## src/rtl/uart_tx_arbiter.sv

```systemverilog
// uart_tx_arbiter: frame-locked round-robin arbiter that shares one UART
// transmit user interface among several byte-stream requesters. A granted
// requester keeps the transmitter until it sends a byte marked last, or until
// it leaves the arbiter waiting for a byte longer than the gap timeout.
module uart_tx_arbiter #(
  parameter int P_REQ_NUM         = 4,
  parameter int P_UART_DATA_WIDTH = 8,
  parameter int P_GAP_TIMEOUT     = 50000
) (
  input  logic                                   w_user_clk,
  input  logic                                   w_user_rst,
  input  logic [P_REQ_NUM*P_UART_DATA_WIDTH-1:0] i_req_data,
  input  logic [P_REQ_NUM-1:0]                   i_req_valid,
  input  logic [P_REQ_NUM-1:0]                   i_req_last,
  output logic [P_REQ_NUM-1:0]                   o_req_ready,
  output logic [P_UART_DATA_WIDTH-1:0]           o_tx_data,
  output logic                                   o_tx_valid,
  input  logic                                   i_tx_ready,
  output logic [P_REQ_NUM-1:0]                   o_grant,
  output logic                                   o_busy,
  output logic                                   o_frame_abort
);

  localparam int IDX_W = (P_REQ_NUM > 1) ? $clog2(P_REQ_NUM) : 1;
  localparam int GAP_W = (P_GAP_TIMEOUT > 1) ? $clog2(P_GAP_TIMEOUT) : 1;

  typedef enum logic [2:0] {
    ST_IDLE,
    ST_FETCH,
    ST_ISSUE,
    ST_WAIT_LOW,
    ST_WAIT_HIGH
  } state_t;

  state_t                         r_state;
  logic [IDX_W-1:0]               r_last;       // most recently served requester
  logic [IDX_W-1:0]               r_gidx;       // index of the current owner
  logic [GAP_W-1:0]               r_gap_cnt;    // FETCH cycles without a byte
  logic                           r_last_flag;  // byte in flight ends the frame

  logic                           w_pick_found;
  logic [IDX_W-1:0]               w_pick_idx;
  logic                           w_hs;
  logic [P_UART_DATA_WIDTH-1:0]   w_sel_data;

  // Round-robin pick: first valid requester after r_last, with wrap-around.
  // The loop runs from the farthest candidate to the nearest so the nearest
  // valid one is the last assignment and wins.
  always_comb begin
    int v_idx;
    // NOTE: every signal written here gets a default first, so no path can
    // leave it unassigned and infer a latch.
    w_pick_found = 1'b0;
    w_pick_idx   = '0;
    v_idx        = 0;
    for (int i = P_REQ_NUM; i >= 1; i--) begin
      v_idx = int'(r_last) + i;
      if (v_idx >= P_REQ_NUM) v_idx = v_idx - P_REQ_NUM;
      if (i_req_valid[v_idx]) begin
        w_pick_found = 1'b1;
        w_pick_idx   = IDX_W'(v_idx);
      end
    end
  end

  // Ready is offered only to the owner, and only while a byte is wanted.
  always_comb begin
    o_req_ready = '0;
    if (r_state == ST_FETCH) o_req_ready = i_req_valid & o_grant;
  end

  assign w_hs       = |o_req_ready;
  assign w_sel_data = i_req_data[r_gidx*P_UART_DATA_WIDTH +: P_UART_DATA_WIDTH];
  assign o_tx_valid = (r_state == ST_ISSUE) && i_tx_ready;
  assign o_busy     = (r_state != ST_IDLE);

  // Arbitration FSM: grant, fetch one byte, hand it to the driver, wait for
  // the driver to take it and finish, then fetch the next or release.
  always_ff @(posedge w_user_clk or posedge w_user_rst) begin
    if (w_user_rst) begin
      r_state       <= ST_IDLE;
      o_grant       <= '0;
      r_last        <= IDX_W'(P_REQ_NUM - 1);
      r_gidx        <= '0;
      r_gap_cnt     <= '0;
      o_tx_data     <= '0;
      r_last_flag   <= 1'b0;
      o_frame_abort <= 1'b0;
    end else begin
      // NOTE: state registers use non-blocking assignments so every branch
      // reads the values from before this clock edge.
      o_frame_abort <= 1'b0;
      case (r_state)
        ST_IDLE: begin
          if (w_pick_found) begin
            o_grant   <= {{(P_REQ_NUM-1){1'b0}}, 1'b1} << w_pick_idx;
            r_gidx    <= w_pick_idx;
            r_gap_cnt <= '0;
            r_state   <= ST_FETCH;
          end
        end

        ST_FETCH: begin
          if (w_hs) begin
            o_tx_data   <= w_sel_data;
            r_last_flag <= i_req_last[r_gidx];
            r_gap_cnt   <= '0;
            r_state     <= ST_ISSUE;
          end else if (r_gap_cnt == GAP_W'(P_GAP_TIMEOUT - 1)) begin
            // Owner stalled mid-frame: revoke and let others in.
            o_frame_abort <= 1'b1;
            r_last        <= r_gidx;
            o_grant       <= '0;
            r_gap_cnt     <= '0;
            r_state       <= ST_IDLE;
          end else begin
            // Never passes P_GAP_TIMEOUT-1, the branch above catches it.
            r_gap_cnt <= r_gap_cnt + GAP_W'(1);
          end
        end

        ST_ISSUE: begin
          if (i_tx_ready) r_state <= ST_WAIT_LOW;
        end

        ST_WAIT_LOW: begin
          if (!i_tx_ready) r_state <= ST_WAIT_HIGH;
        end

        ST_WAIT_HIGH: begin
          if (i_tx_ready) begin
            if (r_last_flag) begin
              r_last  <= r_gidx;
              o_grant <= '0;
              r_state <= ST_IDLE;
            end else begin
              r_state <= ST_FETCH;
            end
          end
        end

        default: begin
          o_grant <= '0;
          r_state <= ST_IDLE;
        end
      endcase
    end
  end

endmodule

```

## config.mk

```make
export PLATFORM = sky130hd
export DESIGN_NAME = uart_tx_arbiter
export DESIGN_NICKNAME = d
export VERILOG_FILES = /design/src/rtl/uart_tx_arbiter.sv
export SDC_FILE = /design/constraint.sdc
export NUM_CORES = 1
export LEC_CHECK = 0
export CORE_MARGIN = 3
export CORE_UTILIZATION = 30
export DETAILED_ROUTE_END_ITERATION = 10
export HOLD_SLACK_MARGIN = 0.12
export PLACE_DENSITY = 0.56
export SLEW_MARGIN = 10
export SYNTH_ARGS = -nofsm -noshare
export SYNTH_HDL_FRONTEND = slang
export SYNTH_SLANG_ARGS = --single-unit
```

## constraint.sdc

```tcl
create_clock -name w_user_clk -period 2.15 [get_ports w_user_clk]
set_input_delay 0.43 -clock w_user_clk [delete_from_list [all_inputs] [get_ports w_user_clk]]
set_output_delay 0.43 -clock w_user_clk [all_outputs]
set_load 0.02 [all_outputs]
```

Word level (Yosys, flattened, before mapping)
Cells that the tools add are included.
W data, S select, Z words.

word-level totals
  flip-flop bits (word level) = 37
  bits of input ports = 43
  output and inout port bits = 19
  logic and storage cells = 109

operators by class
  add/sub/neg operators = 9
  $lt $le $gt $ge = 9
  equal/unequal tests = 13
  shift-type cells = 2
  multiplexer cells = 53
  bitwise gates (word level) = 2
  reductions and logical operators = 13

operators with widths
  operator                 count
  $lt A32 B4 Y1 const B    4
  $mux W32                 4
  $mux W16                 3
  $pmux W16 S2             1
  $shiftx A32 B6 Y8        1
  $mux W4                  6
  $mux W3                  6
  $mux W1                  17
  $add A16 B1 Y16 const B  1
  $eq A16 B16 Y1 const B   1
  $mux W2                  8
  $pmux W4 S4              1
  $pmux W3 S5              1
  $ne A2 B2 Y1 const B     6
  $sub A3 B3 Y4 const B    3
  $bmux W1 S2              5
  $reduce_and A5 Y1        2
  $ge A3 B3 Y1 const B     3
  $add A2 B2 Y3 const B    2
  $eq A3 B2 Y1 const B     2
  $reduce_and A2 Y1        3
  $reduce_and A6 Y1        1
  $sub A4 B3 Y5 const B    1
  $add A2 B3 Y4 const B    1
  17 further kinds         18

Depth between registers and ports, before layout
Gate-level depths: netlist (run 1).

  word-level depth = 13
  mapped depth = 8

Worst setup path before layout (run 1)
No wires, ideal clock.

  path type = reg-to-reg
  from = reg r_gap_cnt[4]
  to = reg o_grant[2]
  setup time = 121 ps
  arrival time = 1974 ps
  data required time = 2029 ps
  path slack = 55 ps
  cell stages (with the launch flop) = 6
  buffers on the path = 0
  clock period less this slack = 2095 ps
  cell sequence = dfrtp_1 -> or4b_4 -> nor4_4 -> nor2_1 -> or3_4 -> a22o_1

on the way
  cells in the longest elaborated chain, start to end = 3

RTL lines
  what                         line  source
  start, declared              38    logic [GAP_W-1:0] r_gap_cnt;
  start signal, assigned       118   r_gap_cnt <= r_gap_cnt + GAP_W'(1);
  $eq A16 B16 Y1               109   end else if (r_gap_cnt == GAP_W'(P_GAP_TIMEOUT - 1)) begin
  $ne A2 B1 Y1 (no line)       n/a
  $reduce_and A6 Y1 (no line)  n/a
  end signal, assigned         96    o_grant <= {{(P_REQ_NUM-1){1'b0}}, 1'b1} << w_pick_idx;
  end, declared                19    output logic [P_REQ_NUM-1:0] o_grant,

No other way between the ends.
A chain may end at the register's enable or synchronous reset.

Worst setup path after layout (run 1)
  from = reg r_gap_cnt[13]
  to = reg o_grant[2]

Same word-level chain as after synthesis.

==> results of run 1 <==
## report_power, final
part	internal, mW	switching, mW
Sequential	0.910	0.171
Clock	0.254	0.231
Combinational	1.05	0.923
Total	2.22	1.33
## registers in the layout (all words and copies together) (netlist names)
name and cells:
r_state 3, r_last 2, o_frame_abort 1, r_gidx 2, o_tx_data 8, r_last_flag 1
o_grant 4, r_gap_cnt 16
## worst max-delay path: stages, from the launching register on
cell and delay (ns):
dfrtp_1 0.39, or3_1 0.42, nor4_4 0.41, nor2_1 0.07, or3_4 0.42, a22o_1 0.24
## metal layers
metal / vias to the layer above / wire (um)
li1: 937 / -
met1: 934 / 2650
met2: 54 / 2480
met3: 8 / 250
met4: 0 / 78
met5: - / 0
## per-stage QoR
step / utilization / setup TNS (ns) / hold slack, ns / total power [mW] / cells
after detailed placement: 0.447 / -2.51 / 0.470 / 3.07 / 382
final: 0.462 / 0 / 0.480 / 3.54 / 392
after CTS: 0.458 / 0 / 0.486 / 3.57 / 389
after floorplan: - / 0 / 0.453 / 2.26 / 204
after global placement: 0.447 / -2.20 / 0.463 / 3.07 / 382
after global routing: 0.462 / -0.000568 / 0.523 / 3.80 / 392
## logic make-up (layout without fill, tap and decap cells)
| kind of cell | Yosys count | after routing |
|---|---|---|
| and+or+nand+nor | 82 | 82 |
| AOI/OAI and AO/OA | 38 | 38 |
| DFF | 37 | 37 |
| muxes | 23 | 23 |
| buffers and inverters | 17 | 109 |
| xor gates and xnor gates | 6 | 6 |
| adders and majority gates | 1 | 1 |
## area by class of cell
class	instances	area, um2	share of cell area
Multi-Input combinational cell	150	1140	0.360
Timing Repair Buffer	93	863	0.272
Sequential cell	37	928	0.292
Tap cell	96	120	0.0378
Clock buffer	7	86.3	0.0272
Inverter	9	33.8	0.0106
## what timing repair did
| item | 4_1_cts | 5_1_grt |
|---|---|---|
| resized for setup | 4 | 2 |
| hold endpoints to repair | 0 | 0 |
| setup buffers | 0 | 3 |
| gates cloned | 0 | 0 |
| pin swaps | 1 | 0 |
| setup endpoints to repair | 9 | 4 |
## cell usage in the layout, fill, tap and decap left out, types with 2 or more instances in the layout
cell type | netlist | final
dfstp_2 | 2 | 2
a41oi_1 | 2 | 2
nor2_1 | 22 | 22
a22o_1 | 4 | 4
o21ai_0 | 4 | 4
buf_4 | 0 | 31
o2bb2ai_1 | 3 | 3
inv_1 | 9 | 9
a21oi_1 | 10 | 10
nand4_1 | 7 | 7
nor3_1 | 4 | 3
nand2b_1 | 7 | 7
mux4_2 | 9 | 9
xnor2_1 | 5 | 5
nand3_1 | 5 | 5
dlymetal6s2s_1 | 0 | 2
mux2i_1 | 2 | 2
mux2_2 | 12 | 12
a31o_2 | 2 | 2
clkbuf_8 | 0 | 6
dlygate4sd2_1 | 0 | 4
nor2b_1 | 2 | 2
clkdlybuf4s50_1 | 0 | 55
dfrtp_1 | 35 | 35
a31oi_1 | 6 | 6
nor4_4 | 2 | 2
nand2_1 | 18 | 18
nor4_1 | 3 | 3
## how the worst min path moves through the flow
stage,start,endpoint,slack (ns)
2_1_floorplan,r_gap_cnt[15],r_gap_cnt[15],0.45
3_3_place_gp,r_gidx[0],r_gidx[0],0.46
3_5_place_dp,r_gidx[0],r_gidx[0],0.47
4_1_cts,r_gidx[0],r_gidx[0],0.49
5_1_grt,r_gap_cnt[15],r_gap_cnt[15],0.52
6_report,r_gidx[0],r_gidx[0],0.48
==> metrics.md, run 1 <==
| Metric | Value |
|---|---|
| Run status | finished, final reports clean |
| Setup violators final | 0 |
| Simple-gate portion of the synthesized area | 0.212 |
| Top cell type's share of synthesized area | 0.408 |
| Worst r2r src | r_gap_cnt[13] |
| Synth Area in XOR/XNOR | 0.0245 |
| Fmax | 0.483 GHz |
| # port buffers | 61 |
| Compound-gate portion of the synthesized area | 0.122 |
| DP HPWL | 4.32 mm |
| Global-route wire length before repair | 8.99 mm |
| Number of distinct library cells after synthesis | 48 |
| Area delta synth->final | 47.9% |
| Fillers | 678 |
| Clock buffer depth | 2 |
| Global Route met2 Usage | 0.206 |
| Clock transition at path regs | 0.07 ns |
| Clk sinks | 37 |
| WHS Path Cells | 2 |
| Total Nets Final | 340 |
| First drt pass iteration count | 4 |
| GPL Wtd Cong | 0.823 |
| WL/cell | 13.9 um |
| Vert. Die Dim | 90.6 um |
| Root Buffer | clkbuf_8 |
| Initial Utilization | 0.313 |
| Top cell type by total area after synthesis | dfrtp_1 |
| Htree depth | 2 |
| Reg2reg path depth | 5 |
| GR met3 Demand/Resource | 0.0267 |
| DRT iter0 DRCs | 79 |
| Gr usage total | 0.133 |
| Synth Area in Adders | 0.00582 |
| Worst-path maximum fanout | 4 |
| #FFs+latches synth | 37 |
| Startpoint types | flip-flop |
| CORE AREA | 6870 um2 |
| Share of layout cells above drive strength 1 | 0.240 |
| Mux contribution to synthesized area | 0.167 |
| Die Footprint | 8210 um2 |
| Rel. slew slack | 0.612 |
| Req. time, crit path | 2.32 ns |
| VDD IR max | 632 uV |
| YS warnings | 0 |
| Final wirelength | 5.45 mm |
| Number of global-route vias before repair | 1886 |
| Synth Net Count | 248 |
| Synth cell count leaders | dfrtp_1, nor2_1, nand2_1 |
| CP startpoint | r_gap_cnt[13] |
| Cts bufs inserted | 5 |
| Post-Synthesis Cells | 204 |
| FF-to-FF End | o_grant[2] |
| FF-to-FF setup slack | 0.08 ns |
| Cts hold-fix bufs | 0 |
| Synth area leaders | dfrtp_1, mux4_2, mux2_2, nor2_1, nand2_1 |
| Setup Skew | 0.00916 ns |
| DP Worst Slack | -0.161 ns |
| Worst slew pin tran | 0.576 ns |
| CTS tree | built |
| Final min period | 2.07 ns |
| Maximum capacitance violations | 0 |
| Initial antenna violation count | 0 |
| Asr flop ratio synth | 1.00 |
| Hold crit path type | reg -> reg |
| Total grt overflow | 0 |
| Most Crowded Layer GR | met2 |
| Tcrit/Tclk final | 0.963 |
| Post-route ant nets | 0 |
| Pin count of the biggest net entering global routing | 38 |
| Post-route cell area | 3180 um2 |
| Final Hold Viols | 0 |
| Cell Area, Synth | 2150 um2 |
| Number of synthesized flops with an enable pin | 0 |
| Worst Setup EP | o_grant[2] |
| I/O pin count | 62 |
| PD cells | 1120 nW/um2 |
| CP Class | reg -> reg |
| Final setup margin | 0.0795 ns |
| Top FF cell, synth | dfrtp_1 |
| Rows | 30 |
| Worst-Skew Late Latency | 0.29 ns |
| Number of diodes | 0 |
| Fin. max-slew vios | 0 |
| Via count | 1933 |
| Die Wd | 90.6 um |
| Most frequent cell after synthesis | dfrtp_1 |
| RSZ-0062 raised after global routing | true |
| DRC Markers | 0 |
| Leak pwr | 1.33 nW |
| Crit path DAT | 2.24 ns |
| Largest family of logic cells by synthesized area | simple AND/OR/NAND/NOR gates |
| Register area share after synthesis | 0.432 |
| Avg Cell Area, Syn | 10.5 um2 |
| Met1 Use GR | 0.188 |
| Drt via density | 4.93 |
| Crit path capture type | flip-flop |
| DP Area | 3070 um2 |
(Power assumes the default switching activity.)
==> run 2: changes to the inputs <==
--- a/config.mk
+++ b/config.mk
@@ -5,11 +5,14 @@
 export SDC_FILE = /design/constraint.sdc
 export NUM_CORES = 1
 export LEC_CHECK = 0
+export ABC_AREA = 1
+export CELL_PAD_IN_SITES_DETAIL_PLACEMENT = 2
+export CELL_PAD_IN_SITES_GLOBAL_PLACEMENT = 2
 export CORE_MARGIN = 3
-export CORE_UTILIZATION = 30
+export CORE_UTILIZATION = 27
 export DETAILED_ROUTE_END_ITERATION = 10
 export HOLD_SLACK_MARGIN = 0.12
-export PLACE_DENSITY = 0.56
+export PLACE_DENSITY = 0.79
 export SLEW_MARGIN = 10
 export SYNTH_ARGS = -nofsm -noshare
 export SYNTH_HDL_FRONTEND = slang
==> constraint.sdc (replaced) <==
create_clock -name w_user_clk -period 2.1 [get_ports w_user_clk]
set_input_delay 0.42 -clock w_user_clk [delete_from_list [all_inputs] [get_ports w_user_clk]]
set_output_delay 0.42 -clock w_user_clk [all_outputs]
set_load 0.02 [all_outputs]
==> run 2 against run 1 <==
  * Combinational power grew 39%
  * Count of clock-buffer cells in the layout is the same
  * Largest power group unchanged
  * Largest cell class unchanged
  * Core utilization shrank 7.8 points
  * Highest routed layer unchanged
==> metrics.md, run 2 <==
| Metric | Value |
|---|---|
| Fillers | 1157 (+71%) |
| PD cells | 1220 nW/um2 (+9.8%) |
| Biggest regs | r_gap_cnt (16), o_tx_data (8), o_grant (4) |
| Placed cells | 591 (+55%) |
| I/O pin count | 62 (unchanged) |
| Crit path capture type | output pin |
| Commonest non-fill, non-tap cell in the layout | nand2_1 |
| Setup violators final | 0 (unchanged) |
| Pin count of the biggest net entering global routing | 38 (unchanged) |
| Initial Utilization | 0.283 (-0.0301) |
| Final Hold Viols | 0 (unchanged) |
| Htree depth | 2 (unchanged) |
| Final wirelength | 9.13 mm (+68%) |
| Crit path DAT | 1.57 ns (-0.67 ns) |
| First drt pass iteration count | 4 (unchanged) |
| Critical path cell sequence | inv_2, nand3_4, nor2_1, dlygate4sd2_1 |
| Final setup margin | 0.113 ns (+0.0332 ns) |
| Max stage delay on crit path | 0.47 ns (+0.05 ns) |
| Share of layout cells above drive strength 1 | 0.127 (-0.112) |
| Max FFs per register | 16 (unchanged) |
| Number of global-route vias before repair | 3110 (+65%) |
| Avg Cell Area, Syn | 6.77 um2 (-36%) |
| Worst-path maximum fanout | 5 (+1) |
| Maximum capacitance violations | 0 (unchanged) |
| Area delta synth->final | 35.9% |
| Critical Path Stages | 4 (-1) |
| Synth cell count leaders | nand2_1, nor2_1, dfrtp_1, nand3_1, inv_1 |
| DP Worst Slack | -0.182 ns (-0.0206 ns) |
| Top cell type's share of synthesized area | 0.331 (-0.0770) |
| Total Nets Final | 514 (+51%) |
| Most frequent cell after synthesis | nand2_1 |
| Number of distinct library cells after synthesis | 37 (-23%) |
| Post-Synthesis Cells | 391 (+92%) |
| WL/cell | 15.2 um (+9.5%) |
| DRC Markers | 0 (unchanged) |
| YS warnings | 0 (unchanged) |
| Rel. slew slack | 0.637 (+0.0244) |
| Clock buffer depth | 2 (unchanged) |
| Req. time, crit path | 1.68 ns (-0.64 ns) |
| Tcrit/Tclk final | 0.946 |
| Worst-Skew Late Latency | 0.30 ns (about the same) |
| RSZ-0062 raised after global routing | false |
| Worst slew pin tran | 0.544 ns (-0.0319 ns) |
| Initial antenna violation count | 0 (unchanged) |
| Fmax | 0.503 GHz |
| Register area share after synthesis | 0.350 (-0.0817) |
| Post-route insts no fill | 600 (+53%) |
| Rows | 35 (+17%) |
| Die Wd | 105 um (+16%) |
| Number of diodes | 0 (unchanged) |
| Startpoint types | flip-flop |
| Gr usage total | 0.171 (+0.0374) |
| DP HPWL | 7.26 mm (+68%) |
| Number of synthesized flops with an enable pin | 0 (unchanged) |
| Total grt overflow | 0 (unchanged) |
| Setup Skew | 0.00978 ns (+0.000619 ns) |
| Run status | finished, final reports clean |
| Synth Net Count | 435 (+75%) |
| Cell Area, Synth | 2650 um2 (+23%) |
| Global-route wire length before repair | 15.3 mm (+70%) |
| Largest delay share family, worst path | buffers and inverters |
| CORE AREA | 9370 um2 (+36%) |
| CP max stage cell | dfrtp_1 |
| VDD IR max | 441 uV (-30%) |
| Asr flop ratio synth | 1.00 (unchanged) |
| Root Buffer | clkbuf_8 |
| Synth area leaders | dfrtp_1, nand2_1, nor2_1, nand3_1, o21ai_0 |
| Drt via density | 4.75 (-3.7%) |
| #FFs+latches synth | 37 (unchanged) |
| Reg2reg path depth | 8 (+3) |
| CP Class | reg -> out |
| # port buffers | 61 (unchanged) |
| Post-route ant nets | 0 (unchanged) |
| Clk sinks | 37 (unchanged) |
| Clock transition at path regs | 0.08 ns (about the same) |
| Cts bufs inserted | 5 (unchanged) |
| DRT iter0 DRCs | 73 (-7.6%) |
| Leak pwr | 1.68 nW (+26%) |
| GPL Wtd Cong | 0.764 (-7.1%) |
| Vert. Die Dim | 105 um (+16%) |
| Multi-input logic area | 1490 um2 (+30%) |
| Sum of buffers and inverters on the critical path | 2 (+2) |
| Hold crit path type | in -> async |
| Top FF cell, synth | dfrtp_1 |
| Top cell type by total area after synthesis | dfrtp_1 |
| Final min period | 1.99 ns |
| Storage element area | 928 um2 (unchanged) |
| Fin. max-slew vios | 0 (unchanged) |
| Most frequent cells in the layout | nand2_1, nor2_1, clkdlybuf4s50_1 |
| Via count | 2850 (+47%) |
| Die Footprint | 11000 um2 (+34%) |
| CTS tree | built |
| Most flop-heavy register | r_gap_cnt |
## run 2: worst paths after layout
path,start,end,slack (ns)
worst max-delay path,r_state[1],o_req_ready[0],0.11
max in group asynchronous,w_user_rst,r_last[0],1.20
min in group w_user_clk,r_last[1],r_last[1],0.54
worst min register to register,r_last[1],r_last[1],0.54
worst min-delay path,w_user_rst,o_frame_abort,0.54
worst max register to register,r_gap_cnt[0],o_grant[0],0.24
## run 2: area by class of cell
cell class                      count  share of cell area
Clock buffer                        7              0.0212
Clock inverter                      1             0.00243
Inverter                           37              0.0393
Multi-Input combinational cell    306               0.414
Sequential cell                    37               0.258
Tap cell                          129              0.0448
Timing Repair Buffer               83               0.220
## run 2: report_power, final
group	total, mW	internal [mW]	switching [mW]
clock network	0.510	0.237	0.272
registers	1.15	0.936	0.214
logic	2.75	1.06	1.69
## run 2: routing by layer
metal,vias to the layer above,part of all wire,track usage
li1,1416,-,-
met1,1380,0.46,0.211
met2,48,0.50,0.300
met3,6,0.036,0.0383
met4,0,0.0094,0.0431
met5,-,0,0
## run 2: timing repair
item | 4_1_cts | 5_1_grt
gates resized for setup | 6 | 2
pin swaps | 0 | 1
cloned | 0 | 0
endpoints found under the setup margin | 6 | 6
setup buffers | 0 | 1
hold buffers | 0 | 0
## run 2: per-stage QoR
step                       util  TNS [ns]  instance area (um2)  hold WS, ns  power, mW
after CTS                 0.383         0                 3590        0.542       4.48
after global placement    0.375    -0.189                 3510        0.514       3.83
after global routing      0.384         0                 3600        0.570       4.85
after floorplan               -         0                 2650        0.483       2.93
after detailed placement  0.375    -0.482                 3510        0.529       3.96
final                     0.384         0                 3600        0.536       4.41
## run 2: kinds of logic after synthesis
family,Yosys count,share of synthesized area
xor+xnor,9,0.0298
compound gates,52,0.120
flops,37,0.350
buf+inv,48,0.0879
simple gates,244,0.407
fa+ha+maj,1,0.00472
## run 2: worst reg2reg max path: cells and delay by family, from the launching register on
family	cells	cell delay, ns
AO/OA/AOI/OAI	1	0.23
flip-flops	1	0.45
adder cells (fa/ha/maj)	1	0.21
AND/OR/NAND/NOR	6	0.86
==> run 3: changes to the inputs <==
--- a/config.mk
+++ b/config.mk
@@ -5,14 +5,13 @@
 export SDC_FILE = /design/constraint.sdc
 export NUM_CORES = 1
 export LEC_CHECK = 0
-export ABC_AREA = 1
 export CELL_PAD_IN_SITES_DETAIL_PLACEMENT = 2
 export CELL_PAD_IN_SITES_GLOBAL_PLACEMENT = 2
 export CORE_MARGIN = 3
-export CORE_UTILIZATION = 27
+export CORE_UTILIZATION = 29
 export DETAILED_ROUTE_END_ITERATION = 10
 export HOLD_SLACK_MARGIN = 0.12
-export PLACE_DENSITY = 0.79
+export PLACE_DENSITY = 0.78
 export SLEW_MARGIN = 10
 export SYNTH_ARGS = -nofsm -noshare
 export SYNTH_HDL_FRONTEND = slang
==> run 3 against run 2 <==
  * Sequential share of layout area grew 3.0 points
  * First-iteration DRC count shrank 12%
  * Global-route usage grew 2.2 points
  * Via count shrank 28%
  * Wire length shrank 15%
  * Largest cell class unchanged
==> metrics.md, run 3 (synthesized netlist as in run 1, its figures left out) <==
| Metric | Value |
|---|---|
| Commonest non-fill, non-tap cell in the layout | clkdlybuf4s50_1 |
| Hold crit path type | reg -> reg |
| Final min period | 2.08 ns (+0.0884 ns) |
| Tcrit/Tclk final | 0.988 (+0.0421) |
| Max FFs per register | 16 (unchanged) |
| Clock transition at path regs | 0.08 ns (about the same) |
| Die Wd | 92.1 um (-12%) |
| Leak pwr | 1.33 nW (-21%) |
| Initial Utilization | 0.308 (+0.0251) |
| Maximum capacitance violations | 0 (unchanged) |
| DRT iter0 DRCs | 64 (-12%) |
| Crit path DAT | 2.26 ns (+0.69 ns) |
| Startpoint types | flip-flop |
| Fillers | 754 (-35%) |
| Root Buffer | clkbuf_8 |
| RSZ-0062 raised after global routing | true |
| CORE AREA | 6980 um2 (-26%) |
| I/O pin count | 62 (unchanged) |
| FF-to-FF End | o_grant[2] |
| Biggest regs | r_gap_cnt (16), o_tx_data (8), o_grant (4) |
| FF-to-FF setup slack | 0.02 ns (-0.22 ns) |
| Most frequent cells in the layout | clkdlybuf4s50_1, buf_4, dfrtp_1 |
| Run status | finished, final reports clean |
| Worst r2r src | r_gap_cnt[4] |
| Req. time, crit path | 2.28 ns (+0.60 ns) |
| Cts hold-fix bufs | 0 (unchanged) |
| Share of layout cells above drive strength 1 | 0.288 (+0.161) |
| Clk sinks | 37 (unchanged) |
| Crit path capture type | flip-flop |
| Hold_sp | r_gap_cnt[11] |
| First drt pass iteration count | 4 (unchanged) |
| Rel. slew slack | 0.671 (+0.0340) |
| Setup Skew | 0.00588 ns (-0.00390 ns) |
| Drt via density | 5.12 (+7.9%) |
| Worst slew pin tran | 0.494 ns (-0.0503 ns) |
| Fin. max-slew vios | 0 (unchanged) |
| VDD IR max | 469 uV (+6.4%) |
| Hold Slack | 0.504 ns (-0.0314 ns) |
| Most flop-heavy register | r_gap_cnt |
| Max stage delay on crit path | 0.56 ns (+0.09 ns) |
| Worst-Skew Late Latency | 0.29 ns (about the same) |
| Storage element area | 928 um2 (unchanged) |
| CTS tree | built |
| WHS Path Cells | 1 |
| PD cells | 1170 nW/um2 (-4.3%) |
| Gr usage total | 0.193 (+0.0220) |
| Pin count of the biggest net entering global routing | 38 (unchanged) |
| Cts bufs inserted | 5 (unchanged) |
| Rows | 30 (-14%) |
| CP Class | reg -> reg |
| WL/cell | 19.4 um (+28%) |
| Initial antenna violation count | 0 (unchanged) |
| Reg2reg path depth | 5 (-3) |
| CP max stage cell | or4b_4 |
| Fmax | 0.482 GHz (-4.3%) |
| Number of global-route vias before repair | 2337 (-25%) |
| Number of diodes | 0 (unchanged) |
| # port buffers | 61 (unchanged) |
| Via count | 2039 (-28%) |
| DRC Markers | 0 (unchanged) |
| Vert. Die Dim | 92.1 um (-12%) |
| Clock buffer depth | 2 (unchanged) |
| DP HPWL | 5.84 mm (-20%) |
| Hold path endpoint | r_gap_cnt[11] |
| Critical path cell sequence | or4b_4, nor4_4, nor2_1, or3_4, a22o_1 |
| TNS Setup | 0 ns (unchanged) |
| Final wirelength | 7.74 mm (-15%) |
| Worst-path maximum fanout | 4 (-1) |
| Post-route ant nets | 0 (unchanged) |
| Global-route wire length before repair | 12.8 mm (-16%) |
| Setup violators final | 0 (unchanged) |
| GPL Wtd Cong | 0.738 (-3.4%) |
| Area delta synth->final | 50.3% |
| Htree depth | 2 (unchanged) |
| Multi-input logic area | 1180 um2 (-21%) |
| Total grt overflow | 0 (unchanged) |
| Total Nets Final | 345 (-33%) |
| Die Footprint | 8480 um2 (-23%) |
| Final Hold Viols | 0 (unchanged) |
-- run 3: cell count changes in the layout (fill, tap and decap cells not counted), sizes merged, moves of 7 or more --
| cell | delta |
|---|---|
| inv | -27 |
| nand2 | -94 |
| o21ai | -31 |
| nor2 | -62 |
| buf | +15 |
| nand3 | -31 |
| mux2 | +12 |
| mux4 | +9 |
| nand2b | +7 |
| xor2 | -7 |
-- run 3: per-stage QoR --
stage	area, um2	worst slack, ns	total power, mW	std cells	util
final	3230	0.0243	3.78	398	0.463
after global routing	3230	-0.0801	4.06	398	0.463
after detailed placement	3080	-0.265	3.26	385	0.441
after floorplan	2150	0.00531	2.32	204	-
after global placement	3080	-0.201	3.15	385	0.441
after CTS	3180	0.00774	3.79	395	0.455
-- run 3: area by class of cell --
class / instances / share of cell area
Multi-Input combinational cell: 150 / 0.367
Inverter: 9 / 0.0105
Sequential cell: 37 / 0.287
Timing Repair Buffer: 98 / 0.273
Clock inverter: 2 / 0.00310
Tap cell: 96 / 0.0372
Clock buffer: 6 / 0.0225
-- run 3: power by group --
group          leakage (nW)  switching, mW  internal [mW]
Clock                0.0450          0.261          0.230
Combinational         0.808           1.08           1.09
Sequential            0.479          0.191          0.931
Total                  1.33           1.53           2.25
-- run 3: per-layer routing --
| metal | routed length (um) | share of wire | track usage | vias to the layer above |
|---|---|---|---|---|
| met4 | 106 | 0.014 | 0.0495 | 0 |
| met1 | 3260 | 0.42 | 0.231 | 1050 |
| met2 | 4230 | 0.55 | 0.359 | 34 |
| met3 | 153 | 0.020 | 0.0263 | 8 |
| li1 | - | - | - | 947 |
| met5 | 0 | 0 | 0 | - |
-- run 3: worst max path at each step --
stage                              start           end  slack (ns)  depth (start not counted)
after floorplan             r_gap_cnt[4]    o_grant[2]       0.005                          5
after global placement    i_req_valid[0]  r_gap_cnt[4]       -0.20                          7
after detailed placement  i_req_valid[0]  r_gap_cnt[4]       -0.27                          7
after CTS                   r_gap_cnt[4]  r_gap_cnt[5]       0.008                          7
after global routing        r_gap_cnt[4]    r_state[0]       -0.08                          6
final                       r_gap_cnt[4]    o_grant[2]        0.02                          5
-- run 3: critical path, delay by kind of cell, from the launching register on --
kind	cells	cell delay, ns
simple gates	4	1.34
flops	1	0.38
compound gates	1	0.24
-- run 3: what timing repair did --
| action | 4_1_cts | 5_1_grt |
|---|---|---|
| endpoints found under the hold margin | 0 | 0 |
| setup buffers | 2 | 3 |
| pin swaps | 2 | 1 |
| cloned | 0 | 0 |
| endpoints found under the setup margin | 28 | 15 |
| resized for setup | 10 | 9 |
